File: config.mk
export PLATFORM = sky130hd
export DESIGN_NAME = fe_fifo_reader
export DESIGN_NICKNAME = d
export VERILOG_FILES = /design/src/rtl/fe_fifo_reader_pkg.sv /design/src/rtl/fe_fifo_reader.sv
export SDC_FILE = /design/constraint.sdc
export NUM_CORES = 1
export LEC_CHECK = 0
export ABC_AREA = 1
export CAP_MARGIN = 25
export CORE_UTILIZATION = 25
export DETAILED_ROUTE_END_ITERATION = 8
export GPL_TIMING_DRIVEN = 0
export HOLD_SLACK_MARGIN = 0.12
export PLACE_DENSITY = 0.48
export SLEW_MARGIN = 25
export SYNTH_ARGS = -nofsm -noshare
export SYNTH_HDL_FRONTEND = slang
export SYNTH_SLANG_ARGS = --single-unit
File: constraint.sdc
create_clock -name cwusb_clk -period 1.8 [get_ports cwusb_clk]
set_input_delay 0.36 -clock cwusb_clk [delete_from_list [all_inputs] [get_ports cwusb_clk]]
set_output_delay 0.36 -clock cwusb_clk [all_outputs]
set_load 0.02 [all_outputs]
File: src/rtl/fe_fifo_reader_pkg.sv
// Shared definitions for the front-end capture FIFO reader:
// FIFO command encodings, reader FSM states, saturating counter helper.
package fe_fifo_reader_pkg;

  // Command encodings must match the capture-side writer.
  typedef enum logic [1:0] {
    FE_FIFO_CMD_DATA = 2'd0,
    FE_FIFO_CMD_TIME = 2'd1,
    FE_FIFO_CMD_STAT = 2'd2,
    FE_FIFO_CMD_STRM = 2'd3
  } fe_cmd_e;

  typedef enum logic [1:0] {
    S_IDLE = 2'd0,
    S_POP  = 2'd1,
    S_HOLD = 2'd2
  } rd_state_e;

  localparam int unsigned FE_CMD_W  = 2;
  localparam int unsigned FE_STAT_W = 32;

  function automatic logic [FE_STAT_W-1:0] sat_inc(
    input logic [FE_STAT_W-1:0] v
  );
    return (&v) ? v : v + 32'd1;
  endfunction

endpackage

File: src/rtl/fe_fifo_reader.sv
// Front-end capture FIFO reader: pops {cmd,time,data} entries, rebuilds
// absolute times from per-entry deltas, emits events on a valid/ready port.
// Ports: cwusb_clk/reset_n (async low); I_fifo_dout/I_fifo_empty/O_fifo_rd
// FWFT FIFO read side; I_fifo_flush re-arm; O_ev_* event stream with
// I_ev_ready; O_time_wrap sticky wrap; O_idle; O_n_events/O_n_time_pkts
// counters, built only when FE_READER_STATS_EN is defined (else tied 0).
module fe_fifo_reader
  import fe_fifo_reader_pkg::*;
#(
  parameter int pTIMESTAMP_FULL_WIDTH = 16,
  parameter int pDATA_WIDTH           = 8,
  parameter int pABS_TIME_WIDTH       = 32
) (
  input  logic                       cwusb_clk,
  input  logic                       reset_n,
  input  logic [2+pTIMESTAMP_FULL_WIDTH+pDATA_WIDTH-1:0] I_fifo_dout,
  input  logic                       I_fifo_empty,
  output logic                       O_fifo_rd,
  input  logic                       I_fifo_flush,
  output logic                       O_ev_valid,
  input  logic                       I_ev_ready,
  output logic [1:0]                 O_ev_cmd,
  output logic [pABS_TIME_WIDTH-1:0] O_ev_time,
  output logic [pDATA_WIDTH-1:0]     O_ev_data,
  output logic                       O_time_wrap,
  output logic                       O_idle,
  output logic [31:0]                O_n_events,
  output logic [31:0]                O_n_time_pkts
);

  localparam int TW      = pTIMESTAMP_FULL_WIDTH;
  localparam int DW      = pDATA_WIDTH;
  localparam int AW      = pABS_TIME_WIDTH;
  localparam int SUM_W   = AW + 1;
  localparam int DAT_LSB = 0;
  localparam int TIM_LSB = DW;
  localparam int CMD_LSB = DW + TW;

  rd_state_e         state_q, state_d;
  logic              run_q;
  fe_cmd_e           cmd_q, cmd_d;
  logic [TW-1:0]     dt_q, dt_d;
  logic [DW-1:0]     dat_q, dat_d;
  logic [AW-1:0]     abs_q, abs_d;
  logic              wrap_q, wrap_d;
  logic              ev_valid_q, ev_valid_d;
  fe_cmd_e           ev_cmd_q, ev_cmd_d;
  logic [AW-1:0]     ev_time_q, ev_time_d;
  logic [DW-1:0]     ev_data_q, ev_data_d;

  logic              head_ok;
  logic              accept;
  logic              pop;
  logic              is_time;
  logic [SUM_W-1:0]  sum;

  always_comb begin
    // run_q keeps the pop strobe low until the first edge after reset.
    head_ok = run_q && !I_fifo_empty && !I_fifo_flush;
    accept  = ev_valid_q && I_ev_ready;
    is_time = (cmd_q == FE_FIFO_CMD_TIME);
    sum     = {1'b0, abs_q} + SUM_W'(dt_q);
    pop     = 1'b0;
    unique case (state_q)
      S_IDLE:  pop = head_ok;
      S_POP:   pop = head_ok && is_time;
      S_HOLD:  pop = head_ok && accept;
      default: pop = 1'b0;
    endcase
  end

  always_comb begin
    state_d    = state_q;
    cmd_d      = cmd_q;
    dt_d       = dt_q;
    dat_d      = dat_q;
    abs_d      = abs_q;
    wrap_d     = wrap_q;
    ev_valid_d = ev_valid_q;
    ev_cmd_d   = ev_cmd_q;
    ev_time_d  = ev_time_q;
    ev_data_d  = ev_data_q;

    if (pop) begin
      cmd_d = fe_cmd_e'(I_fifo_dout[CMD_LSB +: FE_CMD_W]);
      dt_d  = I_fifo_dout[TIM_LSB +: TW];
      dat_d = I_fifo_dout[DAT_LSB +: DW];
    end

    unique case (state_q)
      S_IDLE: begin
        if (pop) state_d = S_POP;
      end
      S_POP: begin
        abs_d = sum[AW-1:0];
        if (sum[AW]) wrap_d = 1'b1;
        if (is_time) begin
          state_d = pop ? S_POP : S_IDLE;
        end else begin
          ev_cmd_d   = cmd_q;
          ev_time_d  = sum[AW-1:0];
          ev_data_d  = dat_q;
          ev_valid_d = 1'b1;
          state_d    = S_HOLD;
        end
      end
      S_HOLD: begin
        if (accept) begin
          ev_valid_d = 1'b0;
          state_d    = pop ? S_POP : S_IDLE;
        end
      end
      default: state_d = S_IDLE;
    endcase

    // Flush wins over everything; the latched entry is dropped.
    if (I_fifo_flush) begin
      state_d    = S_IDLE;
      ev_valid_d = 1'b0;
      abs_d      = '0;
      wrap_d     = 1'b0;
    end
  end

  always_ff @(posedge cwusb_clk or negedge reset_n) begin
    if (!reset_n) begin
      state_q    <= S_IDLE;
      run_q      <= 1'b0;
      cmd_q      <= FE_FIFO_CMD_DATA;
      dt_q       <= '0;
      dat_q      <= '0;
      abs_q      <= '0;
      wrap_q     <= 1'b0;
      ev_valid_q <= 1'b0;
      ev_cmd_q   <= FE_FIFO_CMD_DATA;
      ev_time_q  <= '0;
      ev_data_q  <= '0;
    end else begin
      state_q    <= state_d;
      run_q      <= 1'b1;
      cmd_q      <= cmd_d;
      dt_q       <= dt_d;
      dat_q      <= dat_d;
      abs_q      <= abs_d;
      wrap_q     <= wrap_d;
      ev_valid_q <= ev_valid_d;
      ev_cmd_q   <= ev_cmd_d;
      ev_time_q  <= ev_time_d;
      ev_data_q  <= ev_data_d;
    end
  end

`ifdef FE_READER_STATS_EN
  logic [FE_STAT_W-1:0] n_ev_q, n_ev_d;
  logic [FE_STAT_W-1:0] n_tp_q, n_tp_d;

  always_comb begin
    n_ev_d = n_ev_q;
    n_tp_d = n_tp_q;
    if (accept) n_ev_d = sat_inc(n_ev_q);
    if (state_q == S_POP && is_time) n_tp_d = sat_inc(n_tp_q);
    if (I_fifo_flush) begin
      n_ev_d = '0;
      n_tp_d = '0;
    end
  end

  always_ff @(posedge cwusb_clk or negedge reset_n) begin
    if (!reset_n) begin
      n_ev_q <= '0;
      n_tp_q <= '0;
    end else begin
      n_ev_q <= n_ev_d;
      n_tp_q <= n_tp_d;
    end
  end

  assign O_n_events    = n_ev_q;
  assign O_n_time_pkts = n_tp_q;
`else
  assign O_n_events    = '0;
  assign O_n_time_pkts = '0;
`endif

  assign O_fifo_rd   = pop;
  assign O_ev_valid  = ev_valid_q;
  assign O_ev_cmd    = ev_cmd_q;
  assign O_ev_time   = ev_time_q;
  assign O_ev_data   = ev_data_q;
  assign O_time_wrap = wrap_q;
  assign O_idle      = (state_q == S_IDLE) && I_fifo_empty && !ev_valid_q;

endmodule
==> impl_results.md <==
* Synth Warn # at 0
* Data required, critical path at 1.44 ns
* Crit path time final at between 1.5 and 2 ns
* Setup crit end kind: output pin
* Min-delay worst type: primary input to asynchronous set/reset pin
* Run status: complete, but fails checks
* Synth Area in Adders at 0.0439
* PD cells at approximately 1400 nW/µm²
* Die width at between 150 and 200 µm
* Vias at 5594
* CTS Root Cell: clkbuf_16
* Post-synthesis mux area share at 0
* Area occupied by multi-input gates at ~3800 µm²
* Clock sink count at 105
* Final setup margin at -0.178 ns
* Sequential share of power at 0.292
* Core Rows at 57
* Vias per cell at about 4
* Max Fclk at around 0.5 GHz
* Vias in the first global route at around 5300
* R2r setup slk at -0.17 ns
* CTS max path bufs at 2
* Grt ovf at 0
* Commonest non-fill, non-tap cell in the layout: nand2_1
* Die ar. at roughly 25000 µm²
* # fillers at 2540
* Share of cells above drive strength 1 at 0.288
* Max cap viols at 0
* Io pins at ~140
* Finished Core Util at 0.377
* Routed wire length at around 18000 µm
* Syn Std Cell Area at 6150 µm²
* Largest net degree at the start of global routing at 67
* Slew Viols, Final at 0
* Most frequent cells in the layout: 297 x nand2_1, 104 x dfrtp_1, 92 x buf_4
* Initial Util at 0.254
* Wire per inst at between 10 and 15 µm
* Syn_area_per_cell at 7.23 µm²
* Final setup fails at 27
* Reg clk slew, reported paths at 0.09 ns
* Post-Synth Simple-Gate Area at 0.319
* H-tree depth at 3
* Core area at between 20000 and 25000 µm²
* CTS tree: yes
* Comb power frac at 0.540
* Critical path launch point type: flop
* CTS Buf Count at 9
* GRT Total Usage at 0.143
* Global-route wire length before repair at approximately 28000 µm
* Register Area at 2630 µm²
* Share of total power in the clock network at 0.169
* Synth Area in Compound Gates at 0.0466
* Worst-skew pair later-pin latency at 0.37 ns
* Yosys cell types at 32
* Sw power at between 0.005 and 0.006 W
* Worst vdd ir at 0.596 mV
* Hold Violations, Final at 0
* Worst slack at placement at -1.21 ns
* RSZ-0062 raised after global routing: true
* CP arrival at roughly 1.6 ns
* DR DRC count at 0
* Initial antenna violation count at 0
* Net Sw Frac at 0.430
* Routed Antenna Nets at 0
* Initial DRC count at roughly 250
* Setup CP Type: flop to output pin
* Main combinational cell family by area after synthesis: simple AND/OR/NAND/NOR gates
* Area growth, synth to finish at 48.6%
* Violated checks: negative setup slack
* Synth Instances at between 800 and 900
* Initial DRT Pass Iterations at 6
* Port bufs at 76
* Final period utilization at 1.10
* Leakage at between 4 and 5 nW
* Final Skew at 0.0158 ns
* Measured slew at the worst slew-check pin at a little over 0.5 ns
* HPWL after DPL at roughly 13000 µm
* Max Fanout on Critical Path at 4
* Final Wtd Congestion at about 0.87
* Rel. slew slack at 0.658
* Number of diodes at 0
* Register bit total from synthesis at approximately 110
* Seq/Total Area, Yosys at 0.427
* Final hold slack at ~0.46 ns
* Synth Area in XOR/XNOR at 0.0157
* Internal power at 0.00716 W
* # nets final at between 1000 and 1500
* Die height at between 150 and 200 µm
==> power groups by stage <==
stage	combinational (W)	clock (W)	sequential [W]
floorplan	0.00279	0	0.00376
global route	0.00742	0.00227	0.00376
CTS	0.00579	0.00219	0.00367
global placement	0.00466	0	0.00357
detailed placement	0.00470	0	0.00356
finish	0.00678	0.00212	0.00366
==> cell type report <==
cell class | instances | area share
clock inverters | 6 | 0.00917
repair buffers | 109 | 0.115
flip-flops and latches | 105 | 0.287
multi-input cells | 637 | 0.418
clock buffers | 10 | 0.0250
inverters | 91 | 0.0380
well taps | 324 | 0.0443
plain buffers | 80 | 0.0635
==> path summary, 6_finish.rpt <==
path | from | end | cells after the start
min in group cwusb_clk | O_ev_time[18] | O_ev_time[18] | 2
setup / recovery | state_q[0] | O_fifo_rd | 6
max in group asynchronous | reset_n | abs_q[10] | 3
setup reg to reg | dt_q[0] | abs_q[16] | 11
hold reg to reg | O_ev_time[18] | O_ev_time[18] | 2
hold / removal | reset_n | O_ev_time[28] | 2
==> sequential cells by signal (all words and copies together), names as in the netlist <==
| signal | count |
|---|---|
| O_ev_cmd | 2 |
| abs_q | 32 |
| dat_q | 8 |
| O_ev_data | 8 |
| cmd_q | 2 |
| O_ev_time | 32 |
| dt_q | 16 |
| O_time_wrap | 1 |
| run_q | 1 |
| O_ev_valid | 1 |
| state_q | 2 |
==> worst max-delay path, stage by stage (launching register included) <==
cell and delay [ns]:
dfrtp_1 0.42, ha_2 0.19, or2_1 0.22, nor2_2 0.12, nand2_2 0.11, inv_4 0.09, buf_6 0.11
==> logic make-up (layout without fill, tap and decap cells) <==
group	count (synthesis)	count (layout)
xor gates and xnor gates	11	11
DFF	105	105
other	2	65
AOI/OAI and AO/OA	54	54
and+or+nand+nor	486	486
buffers and inverters	172	296
adders and majority gates	21	21
==> Yosys cell counts <==
library cell	count	area, µm²
ha_1	20	250
or2_2	1	6.26
dfrtp_1	105	2630
conb_1	2	7.51
nand4_1	4	25.0
a21oi_1	8	40.0
nor3_1	4	20.0
nand3_1	64	320
buf_2	3	15.0
nand2_1	358	1340
inv_1	89	334
o31ai_1	1	7.51
nand3b_1	3	22.5
xor2_1	4	35.0
nor4_1	3	18.8
xnor2_1	7	61.3
o21bai_1	2	15.0
fa_1	1	20.0
buf_6	2	22.5
clkbuf_1	12	45.0
buf_4	64	480
o21ai_1	2	10.0
or2_1	2	12.5
o21ai_0	38	190
nor2_1	43	161
nor2_4	1	11.3
a211oi_1	1	7.51
or2_0	1	6.26
a21boi_0	1	7.51
nand2_2	2	12.5
a22o_1	1	8.76
inv_2	2	7.51
==> what timing repair did <==
| item | in CTS | in global routing |
|---|---|---|
| pin swaps | 32 | 57 |
| gates resized for setup | 149 | 121 |
| hold endpoints to repair | 39 | 0 |
| hold buffers | 1 | 0 |
| setup buffers | 9 | 23 |
| setup endpoints to repair | 98 | 91 |
==> through the flow <==
stage          instance area (µm²)  total power, W  instances  TNS [ns]
4_1_cts                       8560          0.0117       1341     -2.96
5_1_grt                       9150          0.0135       1362     -7.23
2_1_floorplan                 6400         0.00655        914         0
3_5_place_dp                  7590         0.00826       1315    -34.79
3_3_place_gp                  7560         0.00823       1314   -460.94
6_report                      9150          0.0126       1362     -2.69
==> per-layer routing <==
layer	track usage	wire [µm]
met2	0.229	8350
met3	0.0371	1070
met4	0.0380	320
met5	0	0
met1	0.190	8430
No activity file was read; power rests on OpenSTA's default activity.
